`src/rtl/pipe_hazard_ctrl_pkg.sv`:
```
// Shared definitions for the pipeline hazard controller: FSM encodings,
// RV32 opcode constants and the register-index width.
package pipe_ctrl_pkg;

    localparam int REGW = 5;

    typedef enum logic [1:0] {
        RUN    = 2'd0,
        LSTALL = 2'd1,
        MWAIT  = 2'd2,
        REDIR  = 2'd3
    } ctrl_state_t;

    localparam logic [6:0] OP_R      = 7'b0110011;
    localparam logic [6:0] OP_STORE  = 7'b0100011;
    localparam logic [6:0] OP_BRANCH = 7'b1100011;
    localparam logic [6:0] OP_LUI    = 7'b0110111;
    localparam logic [6:0] OP_AUIPC  = 7'b0010111;
    localparam logic [6:0] OP_JAL    = 7'b1101111;

endpackage

```
`src/rtl/pipe_hazard_ctrl_if.sv`:
```
// Pipeline-to-controller signal bundle: hazard sources in, stage enables,
// performance counters and debug state out.
interface pipe_hazard_ctrl_if #(
    parameter int N    = 32,
    parameter int REGW = 5,
    parameter int CNTW = 16
);
    logic [N-1:0]    id_instr;
    logic            ex_memread;
    logic [REGW-1:0] ex_rd;
    logic            ex_branch_taken;
    logic            dmem_busy;
    logic            imem_valid;

    logic            pc_write;
    logic            ifid_write;
    logic            ifid_flush;
    logic            idex_bubble;
    logic            exmem_hold;
    logic [CNTW-1:0] stall_cnt;
    logic [CNTW-1:0] flush_cnt;
    logic [1:0]      state;

    modport master (
        output id_instr, ex_memread, ex_rd, ex_branch_taken, dmem_busy, imem_valid,
        input  pc_write, ifid_write, ifid_flush, idex_bubble, exmem_hold,
        input  stall_cnt, flush_cnt, state
    );

    modport slave (
        input  id_instr, ex_memread, ex_rd, ex_branch_taken, dmem_busy, imem_valid,
        output pc_write, ifid_write, ifid_flush, idex_bubble, exmem_hold,
        output stall_cnt, flush_cnt, state
    );

endinterface

```
`src/rtl/pipe_hazard_ctrl_hazard_decode.sv`:
```
// Load-use hazard detect: does the load in EX write a register that the
// instruction in ID actually reads?
module hazard_decode
    import pipe_ctrl_pkg::*;
#(
    parameter int N    = 32,
    parameter int REGW = pipe_ctrl_pkg::REGW
) (
    input  logic [N-1:0]    id_instr,
    input  logic            ex_memread,
    input  logic [REGW-1:0] ex_rd,
    output logic            lu
);
    logic [6:0]      opcode;
    logic [REGW-1:0] rs1;
    logic [REGW-1:0] rs2;
    logic            use_rs1;
    logic            use_rs2;
    logic            unused_bits;

    assign opcode = id_instr[6:0];
    assign rs1    = id_instr[19:15];
    assign rs2    = id_instr[24:20];

    assign use_rs1 = (opcode != OP_LUI) && (opcode != OP_AUIPC) && (opcode != OP_JAL);
    assign use_rs2 = (opcode == OP_R) || (opcode == OP_STORE) || (opcode == OP_BRANCH);

    // x0 is never a real dependency.
    assign lu = ex_memread && (ex_rd != '0) &&
                ((use_rs1 && (ex_rd == rs1)) || (use_rs2 && (ex_rd == rs2)));

    assign unused_bits = ^{id_instr[N-1:25], id_instr[14:7]};

endmodule

```
`src/rtl/pipe_hazard_ctrl.sv`:
```
// Pipeline sequencing controller: memory wait, branch redirect, load-use
// stall and fetch miss, with saturating stall/flush counters.
//
//   state  | meaning
//   RUN    | normal flow, all hazards evaluated in priority order
//   LSTALL | extra load-use stall cycles (LOAD_LAT > 1)
//   MWAIT  | data memory busy, back end frozen
//   REDIR  | one cycle to discard the wrong-path fetch after a taken branch
module pipe_hazard_ctrl
    import pipe_ctrl_pkg::*;
#(
    parameter int N        = 32,
    parameter int REGW     = pipe_ctrl_pkg::REGW,
    parameter int LOAD_LAT = 1,
    parameter int CNTW     = 16
) (
    input  logic              clk,
    input  logic              rst_n,
    pipe_hazard_ctrl_if.slave bus
);
    ctrl_state_t     state;
    ctrl_state_t     state_nxt;
    logic [2:0]      lcnt;
    logic [2:0]      lcnt_nxt;
    logic [CNTW-1:0] stall_cnt;
    logic [CNTW-1:0] flush_cnt;
    logic            lu;
    logic            run_eval;
    logic            mem_ok;
    logic            pc_write;
    logic            ifid_write;
    logic            ifid_flush;
    logic            idex_bubble;
    logic            exmem_hold;

    hazard_decode #(.N(N), .REGW(REGW)) u_hazard_decode (
        .id_instr   (bus.id_instr),
        .ex_memread (bus.ex_memread),
        .ex_rd      (bus.ex_rd),
        .lu         (lu)
    );

    always_comb begin
        pc_write    = 1'b1;
        ifid_write  = 1'b1;
        ifid_flush  = 1'b0;
        idex_bubble = 1'b0;
        exmem_hold  = 1'b0;
        state_nxt   = RUN;
        lcnt_nxt    = lcnt;
        run_eval    = 1'b0;
        mem_ok      = 1'b1;

        case (state)
            RUN: run_eval = 1'b1;
            MWAIT: begin
                if (bus.dmem_busy) begin
                    pc_write   = 1'b0;
                    ifid_write = 1'b0;
                    exmem_hold = 1'b1;
                    state_nxt  = MWAIT;
                end else begin
                    run_eval = 1'b1;
                    mem_ok   = 1'b0;
                end
            end
            REDIR: begin
                ifid_flush  = 1'b1;
                idex_bubble = 1'b1;
                if (bus.dmem_busy) begin
                    pc_write    = 1'b0;
                    ifid_write  = 1'b0;
                    exmem_hold  = 1'b1;
                    idex_bubble = 1'b0;
                    state_nxt   = MWAIT;
                end
            end
            LSTALL: begin
                if (bus.dmem_busy || bus.ex_branch_taken) begin
                    run_eval = 1'b1;
                end else begin
                    pc_write    = 1'b0;
                    ifid_write  = 1'b0;
                    idex_bubble = 1'b1;
                    lcnt_nxt    = lcnt - 3'd1;
                    state_nxt   = (lcnt <= 3'd1) ? RUN : LSTALL;
                end
            end
        endcase

        if (run_eval) begin
            if (mem_ok && bus.dmem_busy) begin
                pc_write   = 1'b0;
                ifid_write = 1'b0;
                exmem_hold = 1'b1;
                state_nxt  = MWAIT;
            end else if (bus.ex_branch_taken) begin
                ifid_flush  = 1'b1;
                idex_bubble = 1'b1;
                state_nxt   = REDIR;
            end else if (lu) begin
                pc_write    = 1'b0;
                ifid_write  = 1'b0;
                idex_bubble = 1'b1;
                if (LOAD_LAT > 1) begin
                    lcnt_nxt  = 3'(LOAD_LAT - 1);
                    state_nxt = LSTALL;
                end
            end else if (!bus.imem_valid) begin
                pc_write   = 1'b0;
                ifid_flush = 1'b1;
            end
        end

        // Hold the whole pipe quiet and filled with NOPs while in reset.
        if (!rst_n) begin
            pc_write    = 1'b0;
            ifid_write  = 1'b0;
            ifid_flush  = 1'b1;
            idex_bubble = 1'b1;
            exmem_hold  = 1'b0;
        end
    end

    always_ff @(posedge clk or negedge rst_n) begin
        if (!rst_n) begin
            state     <= RUN;
            lcnt      <= '0;
            stall_cnt <= '0;
            flush_cnt <= '0;
        end else begin
            state <= state_nxt;
            lcnt  <= lcnt_nxt;
            if (!pc_write && (stall_cnt != '1)) begin
                stall_cnt <= stall_cnt + 1'b1;
            end
            if (ifid_flush && (flush_cnt != '1)) begin
                flush_cnt <= flush_cnt + 1'b1;
            end
        end
    end

    assign bus.pc_write    = pc_write;
    assign bus.ifid_write  = ifid_write;
    assign bus.ifid_flush  = ifid_flush;
    assign bus.idex_bubble = idex_bubble;
    assign bus.exmem_hold  = exmem_hold;
    assign bus.stall_cnt   = stall_cnt;
    assign bus.flush_cnt   = flush_cnt;
    assign bus.state       = state;

endmodule

```
`src/flat_wrapper.sv`:
```
// flat-port wrapper written by rule: the top's interface ports become plain ports
module pipe_hazard_ctrl_flat import pipe_ctrl_pkg::*;
#(
    parameter int N        = 32,
    parameter int REGW     = pipe_ctrl_pkg::REGW,
    parameter int LOAD_LAT = 1,
    parameter int CNTW     = 16
)
  (clk, rst_n, bus_id_instr, bus_ex_memread, bus_ex_rd, bus_ex_branch_taken, bus_dmem_busy, bus_imem_valid, bus_pc_write, bus_ifid_write, bus_ifid_flush, bus_idex_bubble, bus_exmem_hold, bus_stall_cnt, bus_flush_cnt, bus_state);
  pipe_hazard_ctrl_if #(.N(N), .REGW(REGW), .CNTW(CNTW)) bus_i ();
  input  logic clk;
  input  logic rst_n;
  input wire logic [$bits(bus_i.id_instr)-1:0] bus_id_instr;
  input wire logic [$bits(bus_i.ex_memread)-1:0] bus_ex_memread;
  input wire logic [$bits(bus_i.ex_rd)-1:0] bus_ex_rd;
  input wire logic [$bits(bus_i.ex_branch_taken)-1:0] bus_ex_branch_taken;
  input wire logic [$bits(bus_i.dmem_busy)-1:0] bus_dmem_busy;
  input wire logic [$bits(bus_i.imem_valid)-1:0] bus_imem_valid;
  output wire logic [$bits(bus_i.pc_write)-1:0] bus_pc_write;
  output wire logic [$bits(bus_i.ifid_write)-1:0] bus_ifid_write;
  output wire logic [$bits(bus_i.ifid_flush)-1:0] bus_ifid_flush;
  output wire logic [$bits(bus_i.idex_bubble)-1:0] bus_idex_bubble;
  output wire logic [$bits(bus_i.exmem_hold)-1:0] bus_exmem_hold;
  output wire logic [$bits(bus_i.stall_cnt)-1:0] bus_stall_cnt;
  output wire logic [$bits(bus_i.flush_cnt)-1:0] bus_flush_cnt;
  output wire logic [$bits(bus_i.state)-1:0] bus_state;
  assign bus_i.id_instr = bus_id_instr;
  assign bus_i.ex_memread = bus_ex_memread;
  assign bus_i.ex_rd = bus_ex_rd;
  assign bus_i.ex_branch_taken = bus_ex_branch_taken;
  assign bus_i.dmem_busy = bus_dmem_busy;
  assign bus_i.imem_valid = bus_imem_valid;
  assign bus_pc_write = bus_i.pc_write;
  assign bus_ifid_write = bus_i.ifid_write;
  assign bus_ifid_flush = bus_i.ifid_flush;
  assign bus_idex_bubble = bus_i.idex_bubble;
  assign bus_exmem_hold = bus_i.exmem_hold;
  assign bus_stall_cnt = bus_i.stall_cnt;
  assign bus_flush_cnt = bus_i.flush_cnt;
  assign bus_state = bus_i.state;
  pipe_hazard_ctrl #(.N(N), .REGW(REGW), .LOAD_LAT(LOAD_LAT), .CNTW(CNTW)) u_core (.clk(clk), .rst_n(rst_n), .bus(bus_i));
endmodule
```
`config.mk`:
```
export PLATFORM = sky130hd
export DESIGN_NAME = pipe_hazard_ctrl_flat
export DESIGN_NICKNAME = d
export VERILOG_FILES = /design/src/rtl/pipe_hazard_ctrl_pkg.sv /design/src/rtl/pipe_hazard_ctrl_if.sv /design/src/rtl/pipe_hazard_ctrl_hazard_decode.sv /design/src/rtl/pipe_hazard_ctrl.sv /design/src/flat_wrapper.sv
export SDC_FILE = /design/constraint.sdc
export NUM_CORES = 1
export LEC_CHECK = 0
export CAP_MARGIN = 20
export CORE_MARGIN = 2
export CORE_UTILIZATION = 25
export DETAILED_ROUTE_END_ITERATION = 12
export GPL_TIMING_DRIVEN = 0
export HOLD_SLACK_MARGIN = 0.06
export SYNTH_ARGS = -nofsm -noshare
export SYNTH_HDL_FRONTEND = slang
export SYNTH_SLANG_ARGS = --single-unit
```
`constraint.sdc`:
```
create_clock -name clk -period 5.8 [get_ports clk]
set_clock_uncertainty 0.1 [all_clocks]
set_input_delay 0.58 -clock clk [delete_from_list [all_inputs] [get_ports clk]]
set_output_delay 0.58 -clock clk [all_outputs]
set_load 0.005 [all_outputs]
```
[Yosys cells after proc, flatten, opt, wreduce, memory -nomap -nowiden]
Index checks and enable logic that the tools add are counted.
Storage, ports and cells
  input bits: 43
  register bits after elaboration: 37
  word-level logic and storage cells: 82
Operators by class
  equality and inequality tests: 13
  reductions and logical operators: 18
  bitwise gates (word level): 1
  muxes and demuxes: 42
  $lt $le $gt $ge: 1
  $add $sub $neg: 3
Operators with widths (number)
  $mux 1: 33
  $add 16x1->16 const B: 2
  $ne 16x16->1 const B: 2
  $eq 7x6->1 const B: 2
  $eq 5x5->1: 2
  $mux 2: 5
  $logic_and 1x1->1: 9
  $eq 7x7->1 const B: 1
  $ne 7x5->1 const B: 1
  $ne 7x6->1 const B: 1
  $ne 7x7->1 const B: 1
  $reduce_bool 5->1: 1
  $eq 2x2->1 const B: 2
  $logic_or 1x1->1: 4
  $pmux 1 s2: 2
  $pmux 2 s2: 1
  $le 3x1->1 const B: 1
  $pmux 1 s3: 1
  $sub 3x1->3 const B: 1
  $eq 2x1->1 const B: 1
  $logic_not 2->1: 1
  $reduce_and 2->1: 1
  $reduce_or 2->1: 1
  $logic_not 1->1: 1
  $not 1->1: 1

[Longest topological paths before layout]
  depth after elaboration: 13
  gate-level depth with buffers: 8
  gate-level depth less buffers: 7

[Modules after synthesis]
From an unflattened synthesis, not the netlist that was laid out.
Second synthesis, totals
  cells, all modules: 196
  area total of the unflattened synthesis: 2030.7 um^2
Modules (own cells, without submodules)
  pipe_hazard_ctrl: sequential area each 925.9 um^2, instances 1, cells an instance 173, area an instance 1860.5 um^2
  hazard_decode: sequential area each 0.0 um^2, instances 1, cells an instance 23, area an instance 170.2 um^2

[Worst setup path after synthesis]
No wires, ideal clock.
  path type: input to output
  start point: in bus_ex_rd[1]
  end point: out bus_idex_bubble
  buffers on the path: 0
  stages: 6
  required time: 5.120 ns
  setup slack: 3.399 ns
  data arrival time: 1.721 ns
  cells stage by stage: or4_1 o21ai_0 a31oi_1 o21ai_2 nor3b_1 o21ai_0
On the way
  longest elaborated chain between the ends: 9
  elaborated cells between the ends (all ways): 13
  classes of those cells: eq/ne (2); mux (5); reduce/logical (6)
RTL lines
  start: declaration: line flat_wrapper.sv:15  | input wire logic [$bits(bus_i.ex_rd)-1:0] bus_ex_rd;
  $eq 5x5->1: line pipe_hazard_ctrl_hazard_decode.sv:30  | ((use_rs1 && (ex_rd == rs1)) || (use_rs2 && (ex_rd == rs2)));
  $logic_and 1x1->1: line pipe_hazard_ctrl_hazard_decode.sv:30
  $logic_or 1x1->1: line pipe_hazard_ctrl_hazard_decode.sv:30
  $logic_and 1x1->1 *: line pipe_hazard_ctrl_hazard_decode.sv:29  | assign lu = ex_memread && (ex_rd != '0) &&
  $mux 1 *: line pipe_hazard_ctrl.sv:101  | end else if (lu) begin
  $mux 1 *: line pipe_hazard_ctrl.sv:97  | end else if (bus.ex_branch_taken) begin
  $mux 1 *: line pipe_hazard_ctrl.sv:92  | if (mem_ok && bus.dmem_busy) begin
  $mux 1 *: line pipe_hazard_ctrl.sv:91  | if (run_eval) begin
  $mux 1 *: line pipe_hazard_ctrl.sv:116  | if (!rst_n) begin
  end: declaration: line flat_wrapper.sv:22  | output wire logic [$bits(bus_i.idex_bubble)-1:0] bus_idex_bubble;
Mark *: on every way between the ends. The rest lies on a longest branch, timed or not.

[Worst setup path after layout]
  start point: in bus_id_instr[5]
  end point: out bus_idex_bubble
On the way
  longest elaborated chain between the ends: 11
  elaborated cells between the ends (all ways): 19
  classes of those cells: eq/ne (6); mux (5); reduce/logical (8)
RTL lines
  start: declaration: line flat_wrapper.sv:13  | input wire logic [$bits(bus_i.id_instr)-1:0] bus_id_instr;
  $ne 7x6->1, or another cell as far along: line pipe_hazard_ctrl_hazard_decode.sv:25  | assign use_rs1 = (opcode != OP_LUI) && (opcode != OP_AUIPC) && (opcode != OP_JAL);
  $logic_and 1x1->1 / $logic_or 1x1->1 (equally long branches) (2 in series): line pipe_hazard_ctrl_hazard_decode.sv:25, pipe_hazard_ctrl_hazard_decode.sv:26
  $logic_and 1x1->1: line pipe_hazard_ctrl_hazard_decode.sv:30
  $logic_or 1x1->1 *: line pipe_hazard_ctrl_hazard_decode.sv:30
  $logic_and 1x1->1 *: line pipe_hazard_ctrl_hazard_decode.sv:29
  $mux 1 *: line pipe_hazard_ctrl.sv:101
  $mux 1 *: line pipe_hazard_ctrl.sv:97
  $mux 1 *: line pipe_hazard_ctrl.sv:92
  $mux 1 *: line pipe_hazard_ctrl.sv:91
  $mux 1 *: line pipe_hazard_ctrl.sv:116
Marked as above.

==> results.json <==
{
  "clk_latency_ns": 0.29,
  "synth_edf_count": 0,
  "grt_pass1_wl_um": 8000,
  "initial_utilization_pct": 25.9,
  "fin_ws_ns": 2.27,
  "dp_worst_setup_slack_ns": 2.26,
  "vias": 1667,
  "critPathRequiredTime_ns": 5.12,
  "grt_max_degree": 23,
  "post-cts-setup-buffers": 0,
  "vias_per_cell": 4.48,
  "wl_per_cell_um": 12.7,
  "syn_to_final_growth_pct": 46.6,
  "ys_types": 40,
  "gp_congestion": 0.765,
  "dp.cells": 364,
  "io_pins": 82,
  "fin_crit_sh_pct": 60.9,
  "critical-path-slowest-cell": "clkdlybuf4s50_1",
  "setup_viol": 0,
  "nNetsFinal": 316,
  "hold_violations": 0,
  "yosysSeqAreaShare_pct": 46.3,
  "hold_buffers": 0,
  "regToRegSetupSlack_ns": 3.26,
  "cts_buffers": 5,
  "clockBufferDepth": 2,
  "cp-end-kind": "output port",
  "worstPathMaxFanout": 6,
  "outcome": "complete, no violations",
  "ys_ff_latch": 37,
  "timing.fmax_mhz": 283,
  "die_h_um": 93.4,
  "critical_path_class": "in2out",
  "htree_levels": 2,
  "cp-start-kind": "input pin",
  "rsz0062_at_grt": "no",
  "dr.pass1.iters": 4,
  "clkTransAtPathRegs_ns": 0.08,
  "crit_end": "bus_idex_bubble",
  "tightest_slew_ns": 0.534,
  "setup_tns_ns": 0,
  "yosys_warnings": 0,
  "clock_sinks": 37,
  "synth_area_um2": 2000,
  "grt_overflow": 0,
  "route.detailed.drc": 0,
  "startpoint": "bus_id_instr[5]",
  "hp-class": "in2async",
  "core_area_um2": 7730,
  "die_area_um2": 8730,
  "ctsRootBufferMaster": "clkbuf_8",
  "grt_pass1_vias": 1626,
  "layout_min_cycle_time_ns": 3.53,
  "grt_usage_pct": 11.6,
  "syn_inst": 195,
  "final_cell_count_no_fill": 372,
  "total_power_w": 0.000929,
  "ff2ff_path_depth": 7,
  "avgSynthCellArea_um2": 10.3,
  "cts_tree": "yes",
  "powerDensity_nw_per_um2": 317,
  "synthesis.nets": 242,
  "ant_nets": 0,
  "antenna_found_initial": 0,
  "cts_resized": 0,
  "slowest_delay_ns": 0.54,
  "die_x_um": 93.4,
  "cp_cell_sequence": "clkdlybuf4s50_1 > nor3b_1 > nand4_1 > nor4b_1 > o21ai_2 > nor3b_1 > o21ai_0 > clkdlybuf4s50_1",
  "insertedDiodeCount": 0,
  "io_buffers": 66,
  "synthArstFlopShare_pct": 100,
  "dpl_cell_area_um2": 2810,
  "final_layout_size_suffix_gt1_share_pct": 7.41,
  "r2r_end": "u_core.bus.flush_cnt[1]",
  "synthFlopType": "dfrtp_1",
  "wl_um": 4740,
  "vdd_drop_max_v": 0.000236,
  "slew_headroom_pct": 64.4,
  "max_cap_viol_count": 0,
  "cp.arrival_ns": 2.85,
  "rows": 32,
  "final_area_um2": 2930,
  "dp_hpwl_um": 3570,
  "finalMaxSlewViolations": 0,
  "p_leak_nw": 1.20,
  "drtIter0Drc": 70,
  "r2r_start": "u_core.bus.flush_cnt[3]"
}
==> flip-flops by register name (all words and copies together), names as in the netlist <==
name / count
u_core.bus.flush_cnt: 16
u_core.bus.stall_cnt: 16
u_core.lcnt: 3
u_core.bus.state: 2
==> where the power goes <==
part	internal, W	switching (W)	leakage (nW)
Sequential	0.000318	0.0000761	0.459
Combinational	0.000182	0.000113	0.684
Clock	0.000140	0.000100	0.0574
Total	0.000640	0.000289	1.20
==> critical path: cells and delay by family <==
| kind | cells | cell delay, ns |
|---|---|---|
| buffers and inverters | 2 | 1.01 |
| AO/OA/AOI/OAI | 2 | 0.35 |
| AND/OR/NAND/NOR | 4 | 0.92 |
==> final cells by class <==
type | count | area (µm²)
Fill cell | 750 | 4800
Multi-Input combinational cell | 148 | 1030
Sequential cell | 37 | 926
Timing Repair Buffer | 67 | 683
Tap cell | 102 | 128
Clock buffer | 6 | 82.6
Clock inverter | 2 | 37.5
Inverter | 8 | 30.0
Buffer | 2 | 16.3
==> synth_stat cells (all sizes together), types with 2 or more instances <==
master	number	area share, %
nand2	18	3.4
xnor2	26	11
nor2	10	1.9
o211ai	2	1.4
dfrtp	37	46
xor2	15	6.6
and2	2	0.63
o21a	3	1.1
nand3	10	2.8
nor4	5	1.6
mux2	3	1.7
o21ai	6	1.7
a21oi	3	0.94
or4	2	0.94
nor3b	2	0.75
nor3	8	2.0
nand4	11	3.4
inv	8	1.5
ha	4	2.5
and3	5	1.8
buf	2	0.81
nand2b	3	0.94
==> per-layer routing <==
metal	vias to the layer above	wire (µm)	track usage, %
li1	833	-	-
met2	35	2160	18.0
met1	793	2340	16.0
met4	0	60	3.31
met3	6	176	2.90
met5	-	0	0
==> worst min path at each step <==
stage,startpoint,to,cells after the start,slack [ns]
after global routing,rst_n,u_core.bus.flush_cnt[12],1,0.19
after global placement,u_core.lcnt[2],u_core.lcnt[2],1,0.36
after detailed placement,u_core.lcnt[2],u_core.lcnt[2],1,0.36
after floorplan,rst_n,u_core.bus.flush_cnt[0],0,0.18
final,rst_n,u_core.bus.flush_cnt[13],1,0.16
after CTS,rst_n,u_core.bus.state[1],1,0.17
==> layout by cell type (no fill, tap or decap), drive strengths merged, types with 2 or more instances in the layout <==
cell and n:
nor4 5, xor2 15, o21a 3, nand4 11, a21oi 3, and3 5, clkdlybuf4s50 65, xnor2 26
clkbuf 6, and2 2, nand2 18, nor3 8, dfrtp 37, inv 8, ha 4, o21ai 6
mux2 3, nor2 10, buf 4, nand2b 3, nand3 10, or4 2, o211ai 2, nor3b 2
==> stage by stage <==
step | hold slack (ns) | util [%]
after floorplan | 0.184 | -
final | 0.163 | 37.9
after CTS | 0.172 | 37.9
after global routing | 0.191 | 37.9
after global placement | 0.359 | 36.1
after detailed placement | 0.364 | 36.4
==> logic make-up (layout without fill, tap and decap cells) <==
logic type,Yosys count,in the layout,synth area share [%]
buffers and inverters,10,85,2.32
AND/OR/NAND/NOR,82,82,22.5
AO/OA/AOI/OAI,17,17,6.26
XOR/XNOR,41,41,18.0
multiplexers,4,4,2.19
adder cells (fa/ha/maj),4,4,2.50
flip-flops,37,37,46.3
Note: power is estimated with default switching activity, not from simulation.
